--- config.mk ---
export PLATFORM = sky130hd
export DESIGN_NAME = elevator_scheduler_flat
export DESIGN_NICKNAME = d
export VERILOG_FILES = /design/src/rtl/elevator_scheduler_if.sv /design/src/rtl/elevator_scheduler.sv /design/src/flat_wrapper.sv
export SDC_FILE = /design/constraint.sdc
export NUM_CORES = 1
export LEC_CHECK = 0
export BUFFER_PORTS_ARGS = -buffer_cell sky130_fd_sc_hd__buf_2
export CORE_ASPECT_RATIO = 2
export CORE_MARGIN = 2
export CORE_UTILIZATION = 54
export CTS_CLUSTER_SIZE = 28
export DETAILED_ROUTE_END_ITERATION = 7
export GPL_TIMING_DRIVEN = 0
export HOLD_SLACK_MARGIN = 0.12
export PLACE_DENSITY = 0.77
export SLEW_MARGIN = 5
export SYNTH_ARGS = -nofsm -noshare
export SYNTH_HDL_FRONTEND = slang
export SYNTH_SLANG_ARGS = --single-unit
--- constraint.sdc ---
create_clock -name clk -period 4.4 [get_ports clk]
set_clock_uncertainty 0.1 [all_clocks]
set_input_delay 0.88 -clock clk [delete_from_list [all_inputs] [get_ports clk]]
set_output_delay 0.88 -clock clk [all_outputs]
set_load 0.01 [all_outputs]
--- src/rtl/elevator_scheduler_if.sv ---
// Signal bundle between the button front end / story display and the elevator car controller.
interface elevator_scheduler_if #(
   parameter int FLOORS = 5
);
   localparam int FW = (FLOORS > 1) ? $clog2(FLOORS) : 1;

   // All inputs are sampled on the rising clock edge. tick, btn_*, open and shut are
   // single-cycle pulses with no handshake. arrive is a one-cycle pulse. Every other
   // output is a level that holds until the controller changes it.
   logic              enable;
   logic              tick;
   logic [FLOORS-1:0] btn_outer;
   logic [FLOORS-1:0] btn_inner;
   logic              open;
   logic              shut;
   logic [FW-1:0]     floor;
   logic [FLOORS-1:0] story_indicator;
   logic [FLOORS-1:0] pending;
   logic              door_open;
   logic              moving;
   logic              dir_up;
   logic              arrive;
   logic [1:0]        state_dbg;

   modport master (
      output enable, tick, btn_outer, btn_inner, open, shut,
      input  floor, story_indicator, pending, door_open, moving, dir_up, arrive,
             state_dbg
   );

   modport slave (
      input  enable, tick, btn_outer, btn_inner, open, shut,
      output floor, story_indicator, pending, door_open, moving, dir_up, arrive,
             state_dbg
   );
endinterface

--- src/rtl/elevator_scheduler.sv ---
// SCAN-policy elevator car controller. It latches calls into a pending vector and
// times travel and door dwell from an external tick.
module elevator_scheduler #(
   parameter int FLOORS       = 5,
   parameter int TRAVEL_TICKS = 2,
   parameter int DOOR_TICKS   = 3
) (
   input  logic                clk,
   input  logic                resetn,
   elevator_scheduler_if.slave bus
);
   localparam int FW = (FLOORS > 1) ? $clog2(FLOORS) : 1;
   localparam int TW = (TRAVEL_TICKS > 1) ? $clog2(TRAVEL_TICKS) : 1;
   localparam int DW = (DOOR_TICKS > 1) ? $clog2(DOOR_TICKS) : 1;

   localparam logic [FW-1:0]     TOP_FLOOR   = FW'(FLOORS - 1);
   localparam logic [TW-1:0]     TRAVEL_LAST = TW'(TRAVEL_TICKS - 1);
   localparam logic [DW-1:0]     DOOR_LAST   = DW'(DOOR_TICKS - 1);
   localparam logic [FLOORS-1:0] ONE_HOT0    = FLOORS'(1);

   if (FLOORS < 2 || FLOORS > 16) begin : g_bad_floors
      $error("elevator_scheduler: FLOORS must be in 2..16");
   end
   if (TRAVEL_TICKS < 1 || DOOR_TICKS < 1) begin : g_bad_ticks
      $error("elevator_scheduler: TRAVEL_TICKS and DOOR_TICKS must be >= 1");
   end

   typedef enum logic [1:0] {
      S_IDLE = 2'd0,
      S_MOVE = 2'd1,
      S_DOOR = 2'd2
   } state_t;

   state_t            state_q, state_d;
   logic [FW-1:0]     floor_q, floor_d;
   logic [FLOORS-1:0] story_q, story_d;
   logic [FLOORS-1:0] pending_q, pending_d;
   logic              dir_up_q, dir_up_d;
   logic              arrive_q, arrive_d;
   logic [TW-1:0]     travel_cnt_q, travel_cnt_d;
   logic [DW-1:0]     door_cnt_q, door_cnt_d;

   logic [FLOORS-1:0] calls;
   logic [FLOORS-1:0] here_q, below_q, above_q;
   logic [FW-1:0]     next_floor;
   logic [FLOORS-1:0] here_n, below_n, above_n;
   logic              req_here, req_above, req_below;
   logic              calls_here;
   logic              step_ok;
   logic              pend_at_next, ahead_next;

   // Floor masks relative to the current floor, and to the floor the car is about to reach.
   always_comb begin
      calls      = bus.btn_outer | bus.btn_inner;
      here_q     = ONE_HOT0 << floor_q;
      below_q    = here_q - ONE_HOT0;
      above_q    = ~(below_q | here_q);
      req_here   = |(pending_q & here_q);
      req_above  = |(pending_q & above_q);
      req_below  = |(pending_q & below_q);
      calls_here = |(calls & here_q);

      step_ok    = dir_up_q ? (floor_q != TOP_FLOOR) : (floor_q != '0);
      next_floor = dir_up_q ? (floor_q + 1'b1) : (floor_q - 1'b1);
      here_n     = ONE_HOT0 << next_floor;
      below_n    = here_n - ONE_HOT0;
      above_n    = ~(below_n | here_n);
      pend_at_next = |(pending_q & here_n);
      ahead_next   = dir_up_q ? |(pending_q & above_n) : |(pending_q & below_n);
   end

   always_comb begin
      state_d      = state_q;
      floor_d      = floor_q;
      dir_up_d     = dir_up_q;
      arrive_d     = 1'b0;
      travel_cnt_d = travel_cnt_q;
      door_cnt_d   = door_cnt_q;

      if (bus.enable) begin
         case (state_q)
            S_IDLE: begin
               if (req_here || bus.open) begin
                  state_d = S_DOOR;
               end else if (req_above && (dir_up_q || !req_below)) begin
                  state_d  = S_MOVE;
                  dir_up_d = 1'b1;
               end else if (req_below) begin
                  state_d  = S_MOVE;
                  dir_up_d = 1'b0;
               end
            end

            S_MOVE: begin
               if (bus.tick) begin
                  if (travel_cnt_q == TRAVEL_LAST) begin
                     travel_cnt_d = '0;
                     // step_ok only fails if pending was corrupted; park rather than overrun.
                     if (step_ok) begin
                        floor_d  = next_floor;
                        arrive_d = 1'b1;
                        if (pend_at_next) begin
                           state_d = S_DOOR;
                        end else if (!ahead_next) begin
                           state_d = S_IDLE;
                        end
                     end else begin
                        state_d = S_IDLE;
                     end
                  end else begin
                     travel_cnt_d = travel_cnt_q + 1'b1;
                  end
               end
            end

            S_DOOR: begin
               if (bus.open || calls_here) begin
                  door_cnt_d = '0;
               end else if (bus.shut) begin
                  state_d = S_IDLE;
               end else if (bus.tick) begin
                  if (door_cnt_q == DOOR_LAST) begin
                     state_d = S_IDLE;
                  end else begin
                     door_cnt_d = door_cnt_q + 1'b1;
                  end
               end
            end

            default: begin
               state_d = S_IDLE;
            end
         endcase

         if (state_d != state_q) begin
            travel_cnt_d = '0;
            door_cnt_d   = '0;
         end
      end
   end

   // Calls latch even while frozen; the floor the door is (or will be) open at never latches.
   always_comb begin
      pending_d = pending_q | calls;
      if (state_d == S_DOOR) begin
         pending_d = pending_d & ~(ONE_HOT0 << floor_d);
      end
      story_d = ONE_HOT0 << floor_d;
   end

   always_ff @(posedge clk or negedge resetn) begin
      if (!resetn) begin
         state_q      <= S_IDLE;
         floor_q      <= '0;
         story_q      <= ONE_HOT0;
         pending_q    <= '0;
         dir_up_q     <= 1'b1;
         arrive_q     <= 1'b0;
         travel_cnt_q <= '0;
         door_cnt_q   <= '0;
      end else begin
         state_q      <= state_d;
         floor_q      <= floor_d;
         story_q      <= story_d;
         pending_q    <= pending_d;
         dir_up_q     <= dir_up_d;
         arrive_q     <= arrive_d;
         travel_cnt_q <= travel_cnt_d;
         door_cnt_q   <= door_cnt_d;
      end
   end

   assign bus.floor           = floor_q;
   assign bus.story_indicator = story_q;
   assign bus.pending         = pending_q;
   assign bus.door_open       = (state_q == S_DOOR);
   assign bus.moving          = (state_q == S_MOVE);
   assign bus.dir_up          = dir_up_q;
   assign bus.arrive          = arrive_q;
   assign bus.state_dbg       = state_q;
endmodule

--- src/flat_wrapper.sv ---
// flat-port wrapper written by rule: the top's interface ports become plain ports
module elevator_scheduler_flat 
#(
   parameter int FLOORS       = 5,
   parameter int TRAVEL_TICKS = 2,
   parameter int DOOR_TICKS   = 3
)
  (clk, resetn, bus_enable, bus_tick, bus_btn_outer, bus_btn_inner, bus_open, bus_shut, bus_floor, bus_story_indicator, bus_pending, bus_door_open, bus_moving, bus_dir_up, bus_arrive, bus_state_dbg);
  elevator_scheduler_if #(.FLOORS(FLOORS)) bus_i ();
  input  logic clk;
  input  logic resetn;
  input wire logic [$bits(bus_i.enable)-1:0] bus_enable;
  input wire logic [$bits(bus_i.tick)-1:0] bus_tick;
  input wire logic [$bits(bus_i.btn_outer)-1:0] bus_btn_outer;
  input wire logic [$bits(bus_i.btn_inner)-1:0] bus_btn_inner;
  input wire logic [$bits(bus_i.open)-1:0] bus_open;
  input wire logic [$bits(bus_i.shut)-1:0] bus_shut;
  output wire logic [$bits(bus_i.floor)-1:0] bus_floor;
  output wire logic [$bits(bus_i.story_indicator)-1:0] bus_story_indicator;
  output wire logic [$bits(bus_i.pending)-1:0] bus_pending;
  output wire logic [$bits(bus_i.door_open)-1:0] bus_door_open;
  output wire logic [$bits(bus_i.moving)-1:0] bus_moving;
  output wire logic [$bits(bus_i.dir_up)-1:0] bus_dir_up;
  output wire logic [$bits(bus_i.arrive)-1:0] bus_arrive;
  output wire logic [$bits(bus_i.state_dbg)-1:0] bus_state_dbg;
  assign bus_i.enable = bus_enable;
  assign bus_i.tick = bus_tick;
  assign bus_i.btn_outer = bus_btn_outer;
  assign bus_i.btn_inner = bus_btn_inner;
  assign bus_i.open = bus_open;
  assign bus_i.shut = bus_shut;
  assign bus_floor = bus_i.floor;
  assign bus_story_indicator = bus_i.story_indicator;
  assign bus_pending = bus_i.pending;
  assign bus_door_open = bus_i.door_open;
  assign bus_moving = bus_i.moving;
  assign bus_dir_up = bus_i.dir_up;
  assign bus_arrive = bus_i.arrive;
  assign bus_state_dbg = bus_i.state_dbg;
  elevator_scheduler #(.FLOORS(FLOORS), .TRAVEL_TICKS(TRAVEL_TICKS), .DOOR_TICKS(DOOR_TICKS)) u_core (.clk(clk), .resetn(resetn), .bus(bus_i));
endmodule
Word-level counts from Yosys, hierarchy flattened
Index checks and enable logic that the tools add are counted.
- bits of input ports: 16
- output and inout bits: 19
- register bits: 20
- muxes and demuxes: 41
- bitwise logic cells: 16
- reduce and logical (&&, ||, !) cells: 22
- $add $sub $neg: 6
- shifts and indexed selects: 3
- equal/unequal tests: 8
- operator list (operator ; number):
    $and 5x5->5 ; 8
    $mux 2 ; 20
    $reduce_or 5->1 ; 7
    $or 5x5->5 ; 4
    $mux 3 ; 6
    $not 5->5 ; 3
    $shl 1x3->5 const A ; 3
    $mux 1 ; 13
    $sub 5x1->5 const B ; 2
    $reduce_bool 2->1 ; 4
    $eq 2x2->1 const B ; 3
    $pmux 2 s3 ; 1
    $reduce_bool 3->1 ; 2
    $mux 5 ; 1
    $reduce_and 5->1 ; 1
    $reduce_and 4->1 ; 1
    $add 3x1->3 const B ; 1
    $logic_or 1x1->1 ; 3
    $ne 3x1->1 const B ; 1
    $ne 3x2->1 const B ; 1
    $ne 3x3->1 const B ; 1
    $reduce_and 3->1 ; 1
    $sub 3x1->3 const B ; 1
    $add 2x1->2 const B ; 1
    other kinds (7) ; 7

Longest topological paths before layout
Gate-level depths: netlist of run 1.
- depth after elaboration: 19
- depth in mapped cells: 14
- depth with buffers taken out: 14

Least setup slack after synthesis of run 1
OpenSTA, ideal clock, no wires.
- kind: reg2reg
- start point: register u_core.floor_q[0] (netlist: u_core.bus.floor[0])
- end point: register u_core.pending_q[3] (netlist: u_core.bus.pending[3])
- buffers on the path: 1
- required time: 4165 ps
- arrival time: 3233 ps
- cell stages (with the launch flop): 15
- path slack: 932 ps
- period minus slack after synthesis: 3468 ps
- cells stage by stage: dfrtp_1 > buf_6 > inv_1 > fa_1 > xnor2_1 > nand2_1 > ha_1 > o21ai_0 > ha_1 > a222oi_1 > nor4b_1 > a211o_1 > o211ai_1 > a2111oi_4 > a21oi_1
- cells in the longest elaborated chain, start to end: 19
- ends and longest elaborated chain (item ; RTL line ; source):
    from (decl) ; elevator_scheduler.sv:35 ; logic [FW-1:0] floor_q, floor_d;
    from (signal assigned) ; elevator_scheduler.sv:163 ; floor_q <= floor_d;
    $sub 3x1->3 / $add 3x1->3 (equally long branches) ; elevator_scheduler.sv:64 ; next_floor = dir_up_q ? (floor_q + 1'b1) : (floor_q - 1'b1);
    $mux 3 ; elevator_scheduler.sv:64 ;
    $shl 1x3->5 ; elevator_scheduler.sv:65 ; here_n = ONE_HOT0 << next_floor;
    $sub 5x1->5 ; elevator_scheduler.sv:66 ; below_n = here_n - ONE_HOT0;
    $or 5x5->5 ; elevator_scheduler.sv:67 ; above_n = ~(below_n | here_n);
    $not 5->5 ; elevator_scheduler.sv:67 ;
    $and 5x5->5 ; elevator_scheduler.sv:69 ; ahead_next = dir_up_q ? |(pending_q & above_n) : |(pending_q & below_n);
    $reduce_or 5->1 ; elevator_scheduler.sv:69 ;
    [3 not listed] ; -- ;
    $mux 2 ; elevator_scheduler.sv:99 ; if (step_ok) begin
    $mux 2 ; elevator_scheduler.sv:96 ; if (travel_cnt_q == TRAVEL_LAST) begin
    $mux 2 ; elevator_scheduler.sv:95 ; if (bus.tick) begin
    $pmux 2 s3 ; elevator_scheduler.sv:81 ; case (state_q)
    $mux 2 (2 in series) ; elevator_scheduler.sv:80 ; if (bus.enable) begin
    $eq 2x2->1 ; elevator_scheduler.sv:145 ; if (state_d == S_DOOR) begin
    $mux 5 (*) ; elevator_scheduler.sv:145 ;
    net u_core.pending_d[3] ; elevator_scheduler.sv:37 ; logic [FLOORS-1:0] pending_q, pending_d;
    to (signal assigned) ; elevator_scheduler.sv:165 ; pending_q <= pending_d;
    to (decl) ; elevator_scheduler.sv:37 ;
Mark *: on every way through the listed nets, which the timed path passes. The rest lies on a longest branch. The select of a mux whose other input is x is not followed.
A chain may end at the register's enable or synchronous reset.

Worst setup path after layout of run 1
- start point: register u_core.floor_q[0] (netlist: u_core.bus.floor[0])
- end point: register u_core.pending_q[2] (netlist: u_core.bus.pending[2])
Same word-level chain as after synthesis.

==> results_dict.tcl, run 1 <==
set metrics [dict create \
    status "finished clean" \
    syn_avg_cell_area_um2 9.006 \
    synth-xor-area-share 0.02519 \
    synth_fa_ha_area_frac 0.1191 \
    power.switching_w 0.0007902 \
    h-tree-depth 1 \
    overflow 0 \
    maxCapViolations 0 \
    grt_pass1_vias 1578 \
    fmax_ghz 0.2447 \
    synth_compound_area_frac 0.2557 \
    ant_nets 0 \
    syn_nets 213 \
    tightestPinTransition_ps 564.3 \
    core_area_um2 2943 \
    fin_crit_ps 4087 \
    syn_area_um2 1639 \
    yosysWarnings 0 \
    place_ws_ps 301.4 \
    drv_slew 0 \
    clock_latency_ps 280 \
    die_w_um 42.96 \
    r2r_start "u_core.bus.floor[0]$_DFF_PN0_" \
    hp-class "input port to async pin" \
    post_cts_buffers 0 \
    pin_count 35 \
    fin_ws_ps 312.8 \
    cts_buffers 3 \
    clkPwrFrac 0.119 \
    ys_types 54 \
    synth-seq-cells 20 \
    yosys.area_share.simple 0.2198 \
    p_comb_frac 0.674 \
    power_w 0.001621 \
    async_flop_share 1.000 \
    seq_area_frac_synth 0.3069 \
    row_count 28 \
    crit_required_ps 4430 \
    timing.hold.ws_ps 439.6 \
    start_util 0.5570 \
    via_count 1640 \
    vdd.ir_drop.worst_mv 0.4710 \
    synth_top_family_by_area "compound AO/OA/AOI/OAI gates" \
    timing.reg2reg.setup_slack_ps 310 \
    arrival_ps 4120 \
    internal_power_w 0.0008307 \
    worstReg2RegEnd "u_core.bus.pending[2]$_DFF_PN0_" \
    rsz0062_at_grt "false" \
    synth-edff-count 0 \
    synthFlopType "dfrtp_1" \
    p_leak_nw 0.9057 \
    cts.clk_slew.worst_paths_ps 90 \
    power_density_nw_per_um2 841.8 \
    period_share 0.9289 \
    synthMuxAreaShare 0.01221 \
    n_antenna_cell 0 \
    drc 0 \
    hold_viol 0 \
    reg2reg_depth 14 \
    finalSetupTns_ps 0 \
    ctsLongestPathBuffers 2 \
    area_delta_synth_final_pct 17.48 \
    drt_first_pass_iters 4 \
    grt_pass1_wl_mm 7.079 \
    grtUsageTotal 0.2697 \
    power_frac_seq 0.206 \
    netlist_instances 182 \
    antenna_found_initial 0 \
    setup_violations 0 \
    cts_sinks 20 \
    clockRootBuffer "clkbuf_8" \
    die_y_um 81.92 \
    endpoint_kind "flop" \
    layout-drive-gt1-share 0.2545 \
    dp_hpwl_mm 3.584 \
    wl_mm 4.591 \
    worstPathMaxFanout 8 \
    vias_per_cell 6.560 \
    cts_tree "done" \
    nets 252 \
    swShare 0.4875 \
    drtIter0Drc 75 \
    grt_start_max_net_pins 21 \
    crit_path_start_kind "flop" \
    relSlewSlack 0.6232 \
    final_util 0.6543 \
    die-area_um2 3519 \
    place.gp.congestion 0.9512 \
    worst-setup-path-type "flop to flop" \
    wl_per_cell_um 18.36 \
    portBuffers 34 \
]
## stage by stage
step | instances | area [um^2]
2_1_floorplan | 182 | 1639
3_3_place_gp | 246 | 1847
3_5_place_dp | 246 | 1847
4_1_cts | 250 | 1918
5_1_grt | 250 | 1926
6_report | 250 | 1926
## cells by family after synthesis
group           count (synthesis)
simple gates                   69
mux                             2
flops                          20
xor+xnor                        3
compound gates                 50
buf+inv                        23
fa+ha+maj                      15
## how the worst max path moves through the flow
stage | startpoint | endpoint | slack (ps) | depth (start not counted)
global placement | u_core.bus.floor[0]$_DFF_PN0_ | u_core.bus.pending[3]$_DFF_PN0_ | 510 | 14
CTS | u_core.bus.floor[0]$_DFF_PN0_ | u_core.bus.pending[0]$_DFF_PN0_ | 260 | 14
detailed placement | u_core.bus.floor[0]$_DFF_PN0_ | u_core.bus.pending[0]$_DFF_PN0_ | 300 | 14
global route | u_core.bus.floor[0]$_DFF_PN0_ | u_core.bus.pending[2]$_DFF_PN0_ | 70 | 14
finish | u_core.bus.floor[0]$_DFF_PN0_ | u_core.bus.pending[2]$_DFF_PN0_ | 310 | 14
floorplan | u_core.bus.floor[0]$_DFF_PN0_ | u_core.bus.pending[3]$_DFF_PN0_ | 930 | 14
## placed cells by master, fill, tap and decap left out, types with 3 or more instances in the layout
| cell | n |
|---|---|
| a21boi_0 | 3 |
| nor2_1 | 19 |
| nand4_1 | 3 |
| a22oi_1 | 3 |
| buf_2 | 36 |
| a21oi_1 | 10 |
| ha_1 | 14 |
| inv_1 | 17 |
| or3b_2 | 3 |
| nand3_1 | 3 |
| nor2b_1 | 5 |
| clkbuf_8 | 3 |
| nor3_1 | 10 |
| nand2_1 | 13 |
| o211ai_1 | 3 |
| dfrtp_1 | 18 |
| o21ai_0 | 4 |
## registers in the layout (all words and copies together), names as in the netlist
| name | flops |
|---|---|
| u_core.bus.pending | 5 |
| u_core.bus.story_indicator | 5 |
| u_core.bus.floor | 3 |
| u_core.bus.state_dbg | 2 |
| u_core.door_cnt_q | 2 |
| u_core.bus.arrive | 1 |
| u_core.bus.dir_up | 1 |
| u_core.travel_cnt_q | 1 |
## power by group through the flow
| stage | Sequential [W] | Combinational, W | Clock, W |
|---|---|---|---|
| 2_1_floorplan | 0.000340 | 0.000756 | 0 |
| 3_3_place_gp | 0.000328 | 0.000999 | 0 |
| 3_5_place_dp | 0.000335 | 0.00106 | 0 |
| 4_1_cts | 0.000332 | 0.00106 | 0.000194 |
| 5_1_grt | 0.000342 | 0.00119 | 0.000198 |
| 6_report | 0.000334 | 0.00109 | 0.000194 |
## synth_stat cells (3+ instances only)
library cell	count	area [um^2]
a21boi_0	3	22.52
a21oi_1	10	50.05
a22oi_1	3	22.52
dfrtp_1	18	450.4
ha_1	14	175.2
inv_1	17	63.81
nand2_1	13	48.80
nand3_1	3	15.01
nand4_1	3	18.77
nor2_1	19	71.32
nor2b_1	5	31.28
nor3_1	10	50.05
o211ai_1	3	22.52
o21ai_0	4	20.02
or3b_2	3	26.28
## layout make-up
type	count	area, um^2
Buffer	6	36.28
Sequential cell	20	503.0
Clock buffer	3	41.29
Inverter	17	63.81
Multi-Input combinational cell	139	1044
Timing Repair Buffer	34	170.2
Tap cell	30	37.54
Clock inverter	1	30.03
Fill cell	263	1017
## per-layer routing
metal  vias to the layer above  part of all wire  GRT usage
met4                         0             0.061     0.2061
met2                        83              0.55     0.4773
li1                        749                 -          -
met3                        22             0.048    0.03516
met5                         -                 0          0
met1                       786              0.34     0.2792
## what timing repair did
action / 4_1_cts / 5_1_grt
endpoints found under the setup margin: 0 / 5
gates resized for setup: 0 / 1
hold buffers: 0 / 0
## critical path: stages (launching register included)
cell,delay [ps]
dfrtp_1,410
buf_6,160
inv_1,120
fa_1,490
xnor2_2,300
nand2_1,120
ha_1,250
o21ai_0,130
ha_1,280
a222oi_1,190
nor4b_1,320
a211o_1,180
o211ai_1,160
a2111oi_4,590
a21oi_1,130
(Power assumes the default switching activity.)
==> inputs of run 2 (changes only) <==
--- a/config.mk
+++ b/config.mk
@@ -5,15 +5,16 @@
 export SDC_FILE = /design/constraint.sdc
 export NUM_CORES = 1
 export LEC_CHECK = 0
+export ABC_AREA = 1
 export BUFFER_PORTS_ARGS = -buffer_cell sky130_fd_sc_hd__buf_2
 export CORE_ASPECT_RATIO = 2
 export CORE_MARGIN = 2
-export CORE_UTILIZATION = 54
+export CORE_UTILIZATION = 55
 export CTS_CLUSTER_SIZE = 28
 export DETAILED_ROUTE_END_ITERATION = 7
 export GPL_TIMING_DRIVEN = 0
 export HOLD_SLACK_MARGIN = 0.12
-export PLACE_DENSITY = 0.77
+export PLACE_DENSITY = 0.78
 export SLEW_MARGIN = 5
 export SYNTH_ARGS = -nofsm -noshare
 export SYNTH_HDL_FRONTEND = slang
==> run 2 against run 1 <==
Combinational power about the same. Area after synthesis up 8.5%. Sequential share of layout area down 1.6 points. Worst setup slack better by 440 ps. Synthesized cell count up 36%. Via count up 6.6%. Worst hold slack worse by 38 ps. Largest cell class unchanged. Largest power group unchanged.
==> results_dict.tcl, run 2 <==
set metrics [dict create \
    row_count 29 \
    fin_ws_ps 753.3 \
    n_antenna_cell 0 \
    hold_viol 0 \
    via_count 1749 \
    vias_per_cell 5.535 \
    grt_pass1_wl_mm 7.113 \
    cts_buffers 3 \
    core_area_um2 3120 \
    vdd.ir_drop.worst_mv 0.5385 \
    tightestPinTransition_ps 477.4 \
    power_w 0.001674 \
    h-tree-depth 1 \
    finalSetupTns_ps 0 \
    grt_pass1_vias 1681 \
    dp_hpwl_mm 3.525 \
    relSlewSlack 0.6791 \
    period_share 0.8288 \
    wl_met3_um 196 \
    synth_common_cells "64 x nand2_1, 37 x nand3_1, 33 x inv_1, 18 x dfrtp_1, 15 x nor2_1" \
    hold_start "u_core.door_cnt_q[0]$_DFFE_PN0P_" \
    maxCapViolations 0 \
    top_layer "met4" \
    syn_avg_cell_area_um2 7.169 \
    worstPathMaxFanout 9 \
    cts_tree "done" \
    ys_types 35 \
    ctsLongestPathBuffers 2 \
    portBuffers 33 \
    yosysWarnings 0 \
    async_flop_share 1.000 \
    crit_required_ps 4460 \
    arrival_ps 3710 \
    grt_start_max_net_pins 21 \
    power_density_nw_per_um2 815.3 \
    drtIter0Drc 58 \
    syn_nets 279 \
    wl_mm 4.357 \
    layout-drive-gt1-share 0.2877 \
    post_cts_buffers 0 \
    drv_slew 0 \
    endpoint_kind "flop" \
    cts.clk_slew.worst_paths_ps 80 \
    post-synth-top-area-fraction 0.2533 \
    rsz0062_at_grt "false" \
    layout.cells.most_common "nand2_1" \
    r2r_start "u_core.bus.floor[0]$_DFF_PN0_" \
    ant_nets 0 \
    cts_resized 0 \
    final-instance-count-excl-fill 316 \
    wl_per_cell_um 13.79 \
    fmax_ghz 0.2742 \
    seq_area_um2 503.0 \
    startpoint "u_core.bus.floor[0]$_DFF_PN0_" \
    seq_area_frac_synth 0.2829 \
    setup_violations 0 \
    die_w_um 44.21 \
    multi_input_area_um2 1077 \
    place.gp.congestion 0.8878 \
    place_ws_ps 790.2 \
    met1_length_mm 1.561 \
    yosysTopAreaCell "dfrtp_1" \
    status "finished clean" \
    placed_cells 312 \
    overflow 0 \
    drc 0 \
    timing.hold.ws_ps 402.0 \
    drt_first_pass_iters 4 \
    cts_sinks 20 \
    p_leak_nw 1.213 \
    yosys-top-cells-area "dfrtp_1 25%, nand2_1 14%, nand3_1 10%" \
    synth-edff-count 0 \
    final_cell_mix "64 x nand2_1, 37 x nand3_1, 33 x inv_1, 33 x buf_2, 18 x dfrtp_1" \
    die-area_um2 3731 \
    hp-class "flop to flop" \
    clockRootBuffer "clkbuf_8" \
    clock_latency_ps 260 \
    antenna_found_initial 0 \
    pin_count 35 \
    netlist_instances 248 \
    start_util 0.5698 \
    synth.most_common_cell "nand2_1" \
    die_y_um 84.41 \
    met2_length_mm 2.395 \
    synthFlopType "dfrtp_1" \
    synth-seq-cells 20 \
    cts_hold_buf 0 \
    worst-setup-path-type "flop to flop" \
    syn_area_um2 1778 \
    crit_path_start_kind "flop" \
    fin_crit_ps 3647 \
    area_delta_synth_final_pct 15.48 \
    fill_cells 267 \
    nets 317 \
    grtUsageTotal 0.2557 \
]
-- run 2: changes by cell type in the layout (fill, tap and decap cells not counted), moves of 5 or more --
cell	delta
a21oi_1	-8
inv_1	+16
nand2_1	+51
nor3_1	-10
nand2_2	+5
nand3_2	+7
nor2b_1	-5
nand3_1	+34
inv_2	+11
-- run 2: final timing paths --
kind,endpoint,slack [ps],depth (start not counted)
worst max-delay path,u_core.bus.pending[4]$_DFF_PN0_,750,23
worst min-delay path,u_core.door_cnt_q[0]$_DFFE_PN0P_,400,2
worst max register to register,u_core.bus.pending[4]$_DFF_PN0_,750,23
worst min register to register,u_core.door_cnt_q[0]$_DFFE_PN0P_,400,2
min in group asynchronous,u_core.door_cnt_q[0]$_DFFE_PN0P_,450,1
max in group asynchronous,u_core.bus.story_indicator[0]$_DFF_PN1_,3410,1
-- run 2: cells by family (layout without fill, tap and decap cells) --
| family | Yosys count | in the layout | share of synthesized area |
|---|---|---|---|
| simple gates | 147 | 147 | 0.4138 |
| buf+inv | 48 | 85 | 0.1112 |
| flops | 20 | 20 | 0.2829 |
| compound gates | 18 | 18 | 0.08235 |
| fa+ha+maj | 15 | 15 | 0.1098 |
-- run 2: layout make-up --
class                      instances  share of cell area
multi-input combinational        180              0.5247
sequential                        20              0.2450
inverter                          45             0.08349
timing repair buffer              33             0.08044
clock buffer                       3             0.02011
tap                               31             0.01889
clock inverter                     1             0.01463
buffer                             3             0.01280
-- run 2: metrics by stage --
step / area [um^2] / utilization
2_1_floorplan: 1778 / -
3_3_place_gp: 1982 / 0.6351
4_1_cts: 2053 / 0.6580
6_report: 2053 / 0.6580
5_1_grt: 2053 / 0.6580
3_5_place_dp: 1982 / 0.6351
-- run 2: metal layers --
metal  vias to the layer above  track usage
met2                        63       0.4532
met5                         -            0
met3                        19      0.02151
met1                       793       0.2677
met4                         0       0.1708
li1                        874            -
-- run 2: where the power goes --
| part | internal, W | switching [W] |
|---|---|---|
| Combinational | 0.000410 | 0.000712 |
| Clock | 0.000122 | 0.0000648 |
| Sequential | 0.000257 | 0.000108 |
| Total | 0.000789 | 0.000885 |
-- run 2: worst max-delay path: stages, from the launching register on --
cell     delay (ps)
dfrtp_1         600
inv_2           180
fa_1            500
inv_1           120
nand3_2          90
nand2_4         100
nand2_1          90
ha_1            240
nand3_1         100
ha_1            220
nand2_1          60
inv_1            40
nor2_1           90
nand3_1          90
nand3_1         100
nor2_1           50
nand2_1          60
nand2_1          60
nand2_1          90
nand2_2          70
o21ai_4         260
nand2_4         100
nand2_1          80
nand2_1          50
==> inputs of run 3 (changes only) <==
--- a/config.mk
+++ b/config.mk
@@ -5,16 +5,16 @@
 export SDC_FILE = /design/constraint.sdc
 export NUM_CORES = 1
 export LEC_CHECK = 0
-export ABC_AREA = 1
+export ABC_AREA = 0
 export BUFFER_PORTS_ARGS = -buffer_cell sky130_fd_sc_hd__buf_2
 export CORE_ASPECT_RATIO = 2
 export CORE_MARGIN = 2
-export CORE_UTILIZATION = 55
+export CORE_UTILIZATION = 54
 export CTS_CLUSTER_SIZE = 28
 export DETAILED_ROUTE_END_ITERATION = 7
 export GPL_TIMING_DRIVEN = 0
 export HOLD_SLACK_MARGIN = 0.12
-export PLACE_DENSITY = 0.78
+export PLACE_DENSITY = 0.77
 export SLEW_MARGIN = 5
 export SYNTH_ARGS = -nofsm -noshare
 export SYNTH_HDL_FRONTEND = slang
==> constraint.sdc (replaced) <==
create_clock -name clk -period 3.4 [get_ports clk]
set_clock_uncertainty 0.1 [all_clocks]
set_input_delay 0.68 -clock clk [delete_from_list [all_inputs] [get_ports clk]]
set_output_delay 0.68 -clock clk [all_outputs]
set_load 0.01 [all_outputs]
==> run 3 against run 2 <==
The run now ends with setup timing left. Wire length increased by 14%. Count of clock-buffer cells in the layout did not move. Global-route usage increased by 2.8 points. Critical path depth shrank 8. Cell area increased by 4.0%. Core utilization increased by 6.7 points. Critical path type unchanged. Critical endpoint is now u_core.bus.pending[3]$_DFF_PN0_.
==> results_dict.tcl, run 3 (synthesis gave the netlist of run 1 again) <==
set metrics [dict create \
    endpoint_kind "flop" \
    cts.clk_slew.worst_paths_ps 80 \
    rsz0062_at_grt "true" \
    vdd.ir_drop.worst_mv 0.9611 \
    p_leak_nw 0.9950 \
    crit_buf_inv 3 \
    hp-class "input port to async pin" \
    cts_buffers 3 \
    violations "setup timing" \
    worst-setup-path-type "flop to flop" \
    worstPathMaxFanout 5 \
    drc 0 \
    overflow 0 \
    cts_sinks 20 \
    relSlewSlack 0.6199 \
    via_count 1717 \
    drv_slew 0 \
    wl_mm 4.966 \
    crit_path_start_kind "flop" \
    row_count 28 \
    layout.cells.most_common "buf_2" \
    maxCapViolations 0 \
    dp_hpwl_mm 3.531 \
    drtIter0Drc 64 \
    tightestPinTransition_ps 569.2 \
    fin_ws_ps -144.8 \
    layout-drive-gt1-share 0.3671 \
    grt_pass1_wl_mm 7.438 \
    core_area_um2 2943 \
    grt_start_max_net_pins 21 \
    n_antenna_cell 0 \
    ctsLongestPathBuffers 2 \
    wl_per_cell_um 18.60 \
    pin_count 35 \
    critical-path-top-delay-family "compound AO/OA/AOI/OAI gates" \
    ant_nets 0 \
    grtUsageTotal 0.2840 \
    cts_hold_buf 0 \
    final_cell_mix "36 x buf_2, 19 x nor2_1, 18 x dfrtp_1, 16 x inv_1, 16 x buf_4" \
    place.gp.congestion 0.9707 \
    fin_crit_ps 3545 \
    h-tree-depth 1 \
    status "complete, but fails checks" \
    finalSetupTns_ps -672.0 \
    antenna_found_initial 0 \
    setup_violations 5 \
    arrival_ps 3600 \
    area_delta_synth_final_pct 30.23 \
    portBuffers 34 \
    start_util 0.5570 \
    cpMostUsedCell "buf_6" \
    power_w 0.002421 \
    nets 269 \
    grt_pass1_vias 1641 \
    die_y_um 81.92 \
    power_density_nw_per_um2 1134 \
    fmax_ghz 0.2821 \
    crit_slowest_cell "fa_2" \
    drt_first_pass_iters 4 \
    period_share 1.043 \
    vias_per_cell 6.431 \
    crit_required_ps 3450 \
    cts_tree "done" \
    die_w_um 42.96 \
    critPathMaxStageDelay_ps 400 \
    hold_viol 0 \
    die-area_um2 3519 \
    clock_latency_ps 260 \
    path_cells "buf_6 > clkinvlp_4 > fa_2 > xnor2_2 > nand2_1 > ha_2 > o21ai_2 > ha_1 > a222oi_1 > nor4b_4 > a211o_1 > o211ai_1 > a2111oi_4 > buf_6 > a21oi_1" \
    clockRootBuffer "clkbuf_8" \
]
==> run 3: cell types whose count changed in the layout (fill, tap and decap cells not counted), moves of 7 or more <==
cell	previous run	this run
nor3_1	0	10
nand3_1	37	3
inv_2	11	0
inv_1	33	16
nand2_1	64	13
nand3_2	7	0
buf_4	2	16
==> run 3: cell type report <==
cell class	count	area, um^2
Clock buffer	3	41.29
Multi-Input combinational cell	139	1114
Timing Repair Buffer	51	301.5
Sequential cell	20	503.0
Fill cell	227	808.3
Buffer	6	40.04
Clock inverter	1	30.03
Inverter	17	67.56
Tap cell	30	37.54
==> run 3: timing repair <==
action	in CTS	in global routing
setup endpoints to repair	8	9
pin swaps	8	14
cloned	0	0
resized for setup	9	10
buffers inserted	13	4
==> run 3: metrics by stage <==
| stage | util | cell area (um^2) | worst slack [ps] | hold WS [ps] | cells |
|---|---|---|---|---|---|
| 4_1_cts | 0.7011 | 2063 | -11.26 | 268.6 | 263 |
| 3_3_place_gp | 0.6301 | 1854 | -263.6 | 459.1 | 246 |
| 3_5_place_dp | 0.6301 | 1854 | -382.6 | 474.3 | 246 |
| 5_1_grt | 0.7253 | 2135 | -309.1 | 295.6 | 267 |
| 6_report | 0.7253 | 2135 | -144.8 | 257.0 | 267 |
| 2_1_floorplan | - | 1647 | 31.29 | 284.4 | 182 |
==> run 3: metal layers <==
metal / track usage / part of all wire / vias up
met5: 0 / 0 / -
met4: 0.2061 / 0.064 / 0
met3: 0.01978 / 0.055 / 25
met2: 0.5212 / 0.54 / 89
met1: 0.2929 / 0.34 / 820
li1: - / - / 783
==> run 3: worst paths after layout <==
kind                                                       start                                       to  slack [ps]  cells after the start
worst max-delay path               u_core.bus.floor[0]$_DFF_PN0_          u_core.bus.pending[3]$_DFF_PN0_        -140                     15
worst min-delay path                                      resetn  u_core.bus.story_indicator[1]$_DFF_PN0_         260                      1
worst max register to register     u_core.bus.floor[0]$_DFF_PN0_          u_core.bus.pending[3]$_DFF_PN0_        -140                     15
worst min register to register  u_core.door_cnt_q[1]$_DFFE_PN0P_         u_core.door_cnt_q[1]$_DFFE_PN0P_         500                      2
max in group asynchronous                                 resetn            u_core.bus.dir_up$_DFFE_PN1P_        2590                      1
min in group clk                u_core.door_cnt_q[1]$_DFFE_PN0P_         u_core.door_cnt_q[1]$_DFFE_PN0P_         500                      2
==> run 3: where the power goes <==
| part | internal, W | switching (W) | total, W |
|---|---|---|---|
| clock | 0.000157 | 0.0000852 | 0.000243 |
| sequential | 0.000324 | 0.0000976 | 0.000421 |
| combinational | 0.000805 | 0.000952 | 0.00176 |
| total | 0.00129 | 0.00113 | 0.00242 |
